==> config.mk <==
export PLATFORM = sky130hd
export DESIGN_NAME = lock_keypad_conditioner_flat
export DESIGN_NICKNAME = d
export VERILOG_FILES = /design/src/rtl/lock_keypad_conditioner_if.sv /design/src/rtl/lock_keypad_conditioner.sv /design/src/flat_wrapper.sv
export SDC_FILE = /design/constraint.sdc
export NUM_CORES = 1
export LEC_CHECK = 0
export CAP_MARGIN = 30
export CORE_MARGIN = 3
export CORE_UTILIZATION = 40
export DETAILED_ROUTE_END_ITERATION = 16
export PLACE_DENSITY = 0.68
export REMOVE_ABC_BUFFERS = 1
export SLEW_MARGIN = 20
export SYNTH_ARGS = -nofsm -noshare
export SYNTH_HDL_FRONTEND = slang
export SYNTH_SLANG_ARGS = --single-unit
==> constraint.sdc <==
create_clock -name clk -period 1.75 [get_ports clk]
set_input_delay 0.2625 -clock clk [delete_from_list [all_inputs] [get_ports clk]]
set_output_delay 0.2625 -clock clk [all_outputs]
set_load 0.01 [all_outputs]
==> src/rtl/lock_keypad_conditioner_if.sv <==
// Keypad pin bundle between the user pins and the lock FSM: raw button/digit in, conditioned strobes out.
// glitch_flag exists only when KEYPAD_GLITCH_FLAG_EN is defined.
interface lock_keypad_conditioner_if;
  logic       btn_enter_raw;
  logic [3:0] digit_raw;
  logic       enter_pulse;
  logic [3:0] digit_out;
  logic       digit_valid;
  logic       btn_level;
`ifdef KEYPAD_GLITCH_FLAG_EN
  logic       glitch_flag;
`endif

  // master is the pin side (drives raw inputs), slave is the conditioner itself
  modport master (
    output btn_enter_raw,
    output digit_raw,
    input  enter_pulse,
    input  digit_out,
    input  digit_valid,
    input  btn_level
`ifdef KEYPAD_GLITCH_FLAG_EN
    , input glitch_flag
`endif
  );

  modport slave (
    input  btn_enter_raw,
    input  digit_raw,
    output enter_pulse,
    output digit_out,
    output digit_valid,
    output btn_level
`ifdef KEYPAD_GLITCH_FLAG_EN
    , output glitch_flag
`endif
  );
endinterface

==> src/rtl/lock_keypad_conditioner.sv <==
// Synchronizes and debounces the lock's enter button, emitting one pulse plus the captured digit per press.
// Define KEYPAD_GLITCH_FLAG_EN to add glitch_flag, pulsing on every rejected press or release bounce.
module lock_keypad_conditioner #(
  parameter int DEBOUNCE_CYCLES = 16
) (
  input  logic                      clk,
  input  logic                      rst_n,
  lock_keypad_conditioner_if.slave  kp
);
  localparam int               CNT_W    = $clog2(DEBOUNCE_CYCLES);
  localparam logic [CNT_W-1:0] CNT_LAST = CNT_W'(DEBOUNCE_CYCLES - 1);

  typedef enum logic [1:0] {IDLE, DB_PRESS, PRESSED, DB_RELEASE} state_t;

  state_t           state, state_next;
  logic [CNT_W-1:0] cnt, cnt_next;
  logic             btn_meta, btn_s;
  logic [3:0]       dig_meta, dig_s;
  logic             accept;
  logic             enter_pulse_q, digit_valid_q, btn_level_q;
  logic [3:0]       digit_out_q;

  // Two-flop synchronizers; the digit bus is only synchronized, the user sets it before pressing
  always_ff @(posedge clk or negedge rst_n) begin
    if (!rst_n) begin
      btn_meta <= 1'b0;
      btn_s    <= 1'b0;
      dig_meta <= '0;
      dig_s    <= '0;
    end else begin
      btn_meta <= kp.btn_enter_raw;
      btn_s    <= btn_meta;
      dig_meta <= kp.digit_raw;
      dig_s    <= dig_meta;
    end
  end

  always_ff @(posedge clk or negedge rst_n) begin
    if (!rst_n) begin
      state <= IDLE;
      cnt   <= '0;
    end else begin
      state <= state_next;
      cnt   <= cnt_next;
    end
  end

  // cnt_next defaults to zero so the counter restarts on every state entry and never wraps
  always_comb begin
    state_next = state;
    cnt_next   = '0;
    accept     = 1'b0;
    case (state)
      IDLE: begin
        if (btn_s) state_next = DB_PRESS;
      end
      DB_PRESS: begin
        if (!btn_s) begin
          state_next = IDLE;
        end else if (cnt == CNT_LAST) begin
          state_next = PRESSED;
          accept     = 1'b1;
        end else begin
          cnt_next = cnt + 1'b1;
        end
      end
      PRESSED: begin
        if (!btn_s) state_next = DB_RELEASE;
      end
      DB_RELEASE: begin
        if (btn_s) begin
          state_next = PRESSED;
        end else if (cnt == CNT_LAST) begin
          state_next = IDLE;
        end else begin
          cnt_next = cnt + 1'b1;
        end
      end
      default: state_next = IDLE;
    endcase
  end

  // Outputs are registered from the transition being taken on this edge
  always_ff @(posedge clk or negedge rst_n) begin
    if (!rst_n) begin
      enter_pulse_q <= 1'b0;
      digit_out_q   <= '0;
      digit_valid_q <= 1'b0;
      btn_level_q   <= 1'b0;
    end else begin
      enter_pulse_q <= accept;
      btn_level_q   <= (state_next == PRESSED) || (state_next == DB_RELEASE);
      if (accept) begin
        digit_out_q   <= dig_s;
        digit_valid_q <= 1'b1;
      end
    end
  end

  assign kp.enter_pulse = enter_pulse_q;
  assign kp.digit_out   = digit_out_q;
  assign kp.digit_valid = digit_valid_q;
  assign kp.btn_level   = btn_level_q;

`ifdef KEYPAD_GLITCH_FLAG_EN
  logic glitch_q;

  // A press abort or a release bounce is exactly a debounce state seeing the opposite level
  always_ff @(posedge clk or negedge rst_n) begin
    if (!rst_n) begin
      glitch_q <= 1'b0;
    end else begin
      glitch_q <= ((state == DB_PRESS) && !btn_s) || ((state == DB_RELEASE) && btn_s);
    end
  end

  assign kp.glitch_flag = glitch_q;
`endif
endmodule

==> src/flat_wrapper.sv <==
// flat-port wrapper written by rule: the top's interface ports become plain ports
module lock_keypad_conditioner_flat 
#(
  parameter int DEBOUNCE_CYCLES = 16
)
  (clk, rst_n, kp_btn_enter_raw, kp_digit_raw, kp_enter_pulse, kp_digit_out, kp_digit_valid, kp_btn_level);
  lock_keypad_conditioner_if kp_i ();
  input  logic clk;
  input  logic rst_n;
  input wire logic [$bits(kp_i.btn_enter_raw)-1:0] kp_btn_enter_raw;
  input wire logic [$bits(kp_i.digit_raw)-1:0] kp_digit_raw;
  output wire logic [$bits(kp_i.enter_pulse)-1:0] kp_enter_pulse;
  output wire logic [$bits(kp_i.digit_out)-1:0] kp_digit_out;
  output wire logic [$bits(kp_i.digit_valid)-1:0] kp_digit_valid;
  output wire logic [$bits(kp_i.btn_level)-1:0] kp_btn_level;
  assign kp_i.btn_enter_raw = kp_btn_enter_raw;
  assign kp_i.digit_raw = kp_digit_raw;
  assign kp_enter_pulse = kp_i.enter_pulse;
  assign kp_digit_out = kp_i.digit_out;
  assign kp_digit_valid = kp_i.digit_valid;
  assign kp_btn_level = kp_i.btn_level;
  lock_keypad_conditioner #(.DEBOUNCE_CYCLES(DEBOUNCE_CYCLES)) u_core (.clk(clk), .rst_n(rst_n), .kp(kp_i));
endmodule
== Word-level counts from Yosys, hierarchy flattened ==
Cells that the tools add are included.
Widths: inputs -> output; s select.

* Register bits after elaboration: 23
* Bits of input ports: 7
* Output and inout port bits: 7
* Word-level logic and storage cells: 33

* Add/sub/neg operators: 1
* Eq/ne operators: 6
* Muxes and demuxes: 14
* Reductions and logical operators: 2

{| class="wikitable"
|+ Operators with widths
! cell !! count
|-
| $mux 2 || 6
|-
| $mux 4 || 3
|-
| $eq 2x2->1 const B || 4
|-
| $pmux 2 s4 || 1
|-
| $pmux 4 s2 || 1
|-
| $add 4x1->4 const B || 1
|-
| $eq 4x4->1 const B || 1
|-
| $mux 1 || 3
|-
| $eq 2x1->1 const B || 1
|-
| $logic_not 2->1 || 1
|-
| $logic_or 1x1->1 || 1
|}

== Longest topological paths before layout ==
* Depth after elaboration: 6
* Mapped depth: 4
* Depth with buffers taken out: 4

== Least setup slack after synthesis ==
OpenSTA, ideal clock, no wires.

* Path kind: register to register
* Start: register u_core.cnt[0]
* End: register u_core.digit_out_q[0] (netlist: u_core.kp.digit_out[0])
* Library setup time: 0.125 ns
* Data arrival time: 1.424 ns
* Required time: 1.625 ns
* Path slack: 0.201 ns
* Stages on the path, launching flop included: 5
* Buffers on the path: 0
* Clock period less this slack: 1.549 ns
* Path through: dfrtp_1 ha_1 nand4_2 nor3b_4 mux2_2

* Cells in the longest elaborated chain, start to end: 4

{| class="wikitable"
|+ Ends and longest elaborated chain
! element !! RTL line !! RTL
|-
| from (decl) || lock_keypad_conditioner.sv:16 || <nowiki>logic [CNT_W-1:0] cnt, cnt_next;</nowiki>
|-
| from (signal assigned) || lock_keypad_conditioner.sv:44 || <nowiki>cnt <= cnt_next;</nowiki>
|-
| $eq 4x4->1 || lock_keypad_conditioner.sv:60 || <nowiki>end else if (cnt == CNT_LAST) begin</nowiki>
|-
| $mux 1 || lock_keypad_conditioner.sv:60 ||
|-
| $mux 1 || lock_keypad_conditioner.sv:58 || <nowiki>if (!btn_s) begin</nowiki>
|-
| $mux 1 || lock_keypad_conditioner.sv:53 || <nowiki>case (state)</nowiki>
|-
| net u_core.accept || lock_keypad_conditioner.sv:19 || <nowiki>logic accept;</nowiki>
|-
| to (signal assigned) || lock_keypad_conditioner.sv:94 || <nowiki>digit_out_q <= dig_s;</nowiki>
|-
| to (decl) || lock_keypad_conditioner.sv:21 || <nowiki>logic [3:0] digit_out_q;</nowiki>
|}

The timed path passes the listed nets, and every way through them passes these cells.
A chain may end at the register's enable or synchronous reset.

== Worst setup path after layout ==
* Start: register u_core.cnt[0]
* End: register u_core.digit_out_q[1] (netlist: u_core.kp.digit_out[1])

Same word-level chain as after synthesis.

==> run summary <==
Entering global routing, the biggest net connects 24 pins. Setup repair after global routing left no endpoint under its margin. Setup violations remaining at the end of the flow were counted as 0. In this run the remaining antenna-violating nets after routing total 0. In this run the count of I/O pins placed on the die edge is 14. In the synthesized netlist the dominant register cell turns out to be sky130_fd_sc_hd__dfrtp_1. After synthesis, the cell types taking the most area are sky130_fd_sc_hd__dfrtp_1 (75%), sky130_fd_sc_hd__mux2_2 (8.8%), sky130_fd_sc_hd__nor3b_4 (2.4%), sky130_fd_sc_hd__ha_1 (1.6%), sky130_fd_sc_hd__nand4_2 (1.6%). 0 antenna diodes ended up in the layout. Summed over all instances, the cell type with the most area after synthesis is sky130_fd_sc_hd__dfrtp_1.

Of the post-synthesis cell area, the part taken by muxes is 8.79%. Data on the critical path arrives at its endpoint at 1.84 ns. The worst path meets setup with 0.104 ns of slack. The area fraction in compound gates after synthesis was 3.09%; the area share of the largest cell type after synthesis was 74.9%. The tool flagged a number of max-cap violations equal to 0. The fraction of registers with async set/reset works out to 100%. For this block, the initial DRC count from the detailed router was 5. The core footprint was 1760 µm².

VDD sags by at most 568 µV. The floorplan row count was 15; the sequential-to-total area share from yosys stat was 74.9%. The clock tree buffer depth was 2; the total congestion overflow after global routing was 0.

The total leakage power came out at 0.000455 µW. The largest fanout on the critical path is 6, and the final routed wirelength across all metal layers is 990 µm. Cell internal power was estimated by the tool at 652 µW.

Routed length per instance: 11.1 µm. Sequential cells burn 68.1% of the power. For the first-pass GRT wire length, the log shows 1900 µm.

The worst setup path is captured at a register. The logs give 28.0% for the portion of total power attributed to the clock network and 0.10 ns for the flop-to-flop setup slack. The maximum frequency from static timing analysis was 608 MHz. The main combinational cell family by area after synthesis was simple AND/OR/NAND/NOR gates.

The average via count per standard cell was 4.35. A synthesized cell averages 17.1 µm². The kind of launch point of the worst setup path was a register.

Measured along the y axis, the die boundary spans 49.8 µm. For this run, design rule violations remaining after detail routing come to 0. The tools report the number of levels in the clock H-tree as 1. The class of the tightest hold or removal check was in -> async. The number of iterations in the first detailed-routing pass was 3. Registers take 576 µm². CTS placed an instance of sky130_fd_sc_hd__clkbuf_4 at the clock tree root.

The simple-gate share of the synthesized area works out to 8.79%. The die is 49.8 µm wide. The synthesized netlist devotes 2.28% of its cell area to XOR and XNOR gates. The synthesis-to-layout area growth is 26.7%.

By instance count, the leading cell after synthesis is sky130_fd_sc_hd__dfrtp_1. The multi-input combinational cell area is 191 µm². Measured against its own limit, the worst slew margin works out to 80.3%. The commonest cells after synthesis are sky130_fd_sc_hd__dfrtp_1 (23), sky130_fd_sc_hd__mux2_2 (6), sky130_fd_sc_hd__a21oi_1 (2). Of the total synthesized cell area, the portion taken by full adders, half adders and majority gates is 1.63%.

The tree built by TritonCTS fans out to 23 sinks. Setup TNS: 0 ns. TritonCTS built the clock tree. The count of fill cells added during filler insertion is 153, and the number of buffers added to fix hold violations after cts is 0. The tools report the number of vias in the routed layout as 387.

After synthesis the cells add up to 768 µm². The smallest clock period supported by the final layout is computed as 1.65 ns. The worst slack at placement came out at 0.0731 ns. Global routing used 10.5% of the available tracks across all layers. The share of final-layout standard cells stronger than drive strength 1 is 25.0%, and the number of global-route vias before repair is 433. Of the total power, combinational logic draws 3.9%.

The die covers 2480 µm². The critical path in this run is classified as reg -> reg. For the pin with the worst max-slew slack, the measured transition is 0.295 ns. TritonCTS created 3 clock buffers.

The congestion estimate from routability-driven global placement came to 0.742. For the worst setup path, the data required time is 1.94 ns. The final count of pins violating max slew was 0; the number of port buffers was 13.

The clock transition at the register clock pins on the worst setup and hold paths after CTS was 0.11 ns; the number of enable flip-flop cells after synthesis was 0. The number of distinct library cells after synthesis was 17; the synthesized flop and latch total was 23. The hold violation total from the final report is 0, and the later-pin clock latency in the skew report is 0.29 ns. Dividing total power by cell area gives a power density of 835 nW/µm².

For the net count reported at finish, the log shows 73. The total chip power is 812 µW, and the starting utilization of the core area is 43.5%. The logs give 0 for the initial antenna violation count and 45 for the post-synthesis instance total.

The run finished with clean final reports. In this run the power spent charging and discharging nets is 160 µW. The Yosys step of the flow raised 0 warnings. The switching portion of total power came out at 19.7%. Dividing the final minimum period by the clock period gives 94.1%.

The clock arrives with 0.00347 ns of skew.
repair_timing:
item,4_1_cts,5_1_grt
setup endpoints to repair,0,4
resized for setup,0,1
buffers inserted,0,1
worst max-delay path: stages (launching register included):
cell                      delay [ns]
sky130_fd_sc_hd__dfrtp_1        0.41
sky130_fd_sc_hd__ha_2           0.24
sky130_fd_sc_hd__nand4_2        0.18
sky130_fd_sc_hd__nor3b_4        0.33
sky130_fd_sc_hd__mux2_2         0.38
state kept, by name (all words and copies together) (netlist names):
signal                 flops
u_core.dig_s               4
u_core.kp.digit_valid      1
u_core.kp.btn_level        1
u_core.dig_meta            4
u_core.state               2
u_core.kp.enter_pulse      1
u_core.kp.digit_out        4
u_core.btn_s               1
u_core.cnt                 4
u_core.btn_meta            1
cell type report:
cell class                      instances  area share (%)
Inverter                                1           0.386
Sequential cell                        23            59.1
Tap cell                               25            3.21
Timing Repair Buffer                   15            14.9
Clock buffer                            4            2.70
Multi-Input combinational cell         21            19.7
final timing paths:
| kind | start | to | cells after the start |
|---|---|---|---|
| worst max register to register | u_core.cnt[0] | u_core.kp.digit_out[1] | 4 |
| worst max-delay path | u_core.cnt[0] | u_core.kp.digit_out[1] | 4 |
| worst min register to register | u_core.btn_meta | u_core.btn_s | 0 |
| min in group clk | u_core.btn_meta | u_core.btn_s | 0 |
| worst min-delay path | rst_n | u_core.btn_meta | 2 |
| max in group asynchronous | rst_n | u_core.kp.digit_valid | 2 |
power by group through the flow:
stage / Combinational, µW / Clock [µW] / Sequential (µW)
floorplan: 6.63 / 0 / 562
global placement: 32.2 / 0 / 563
detailed placement: 32.7 / 0 / 564
CTS: 32.9 / 242 / 553
global route: 36.8 / 266 / 556
finish: 31.9 / 227 / 553
per-layer routing:
layer | wire [µm] | vias to the layer above | track usage [%]
met5 | 0 | - | 0
met4 | 0 | 0 | 6.91
met3 | 39 | 0 | 2.72
met2 | 455 | 9 | 14.8
met1 | 494 | 186 | 14.1
li1 | - | 192 | -
layout by cell type, fill, tap and decap left out:
cell                               n
sky130_fd_sc_hd__dfrtp_1          23
sky130_fd_sc_hd__buf_4             2
sky130_fd_sc_hd__ha_2              1
sky130_fd_sc_hd__inv_1             1
sky130_fd_sc_hd__xnor2_1           1
sky130_fd_sc_hd__clkbuf_1          1
sky130_fd_sc_hd__nand2_1           1
sky130_fd_sc_hd__nand4b_1          1
sky130_fd_sc_hd__nand4_2           1
sky130_fd_sc_hd__clkbuf_4          3
sky130_fd_sc_hd__nor2_1            1
sky130_fd_sc_hd__and3_1            1
sky130_fd_sc_hd__nor3b_4           1
sky130_fd_sc_hd__a21oi_1           2
sky130_fd_sc_hd__and2_2            1
sky130_fd_sc_hd__mux2_2            6
sky130_fd_sc_hd__or2_2             1
sky130_fd_sc_hd__clkdlybuf4s50_1  13
sky130_fd_sc_hd__o21ai_0           1
sky130_fd_sc_hd__a311oi_1          1
sky130_fd_sc_hd__xor2_1            1
through the flow:
stage	std cells	area [µm²]	hold slack, ns	utilization (%)
finish	89	973	0.308	55.2
global route	89	973	0.309	55.2
CTS	88	963	0.305	54.6
detailed placement	84	937	0.335	53.1
global placement	84	937	0.332	53.1
floorplan	45	768	-0.0331	-
logic make-up after synthesis:
logic type / after synthesis
AOI/OAI and AO/OA: 4
xor gates and xnor gates: 2
adders and majority gates: 1
buffers and inverters: 1
DFF: 23
muxes: 6
and+or+nand+nor: 8
Note: power is estimated with default switching activity, not from simulation.
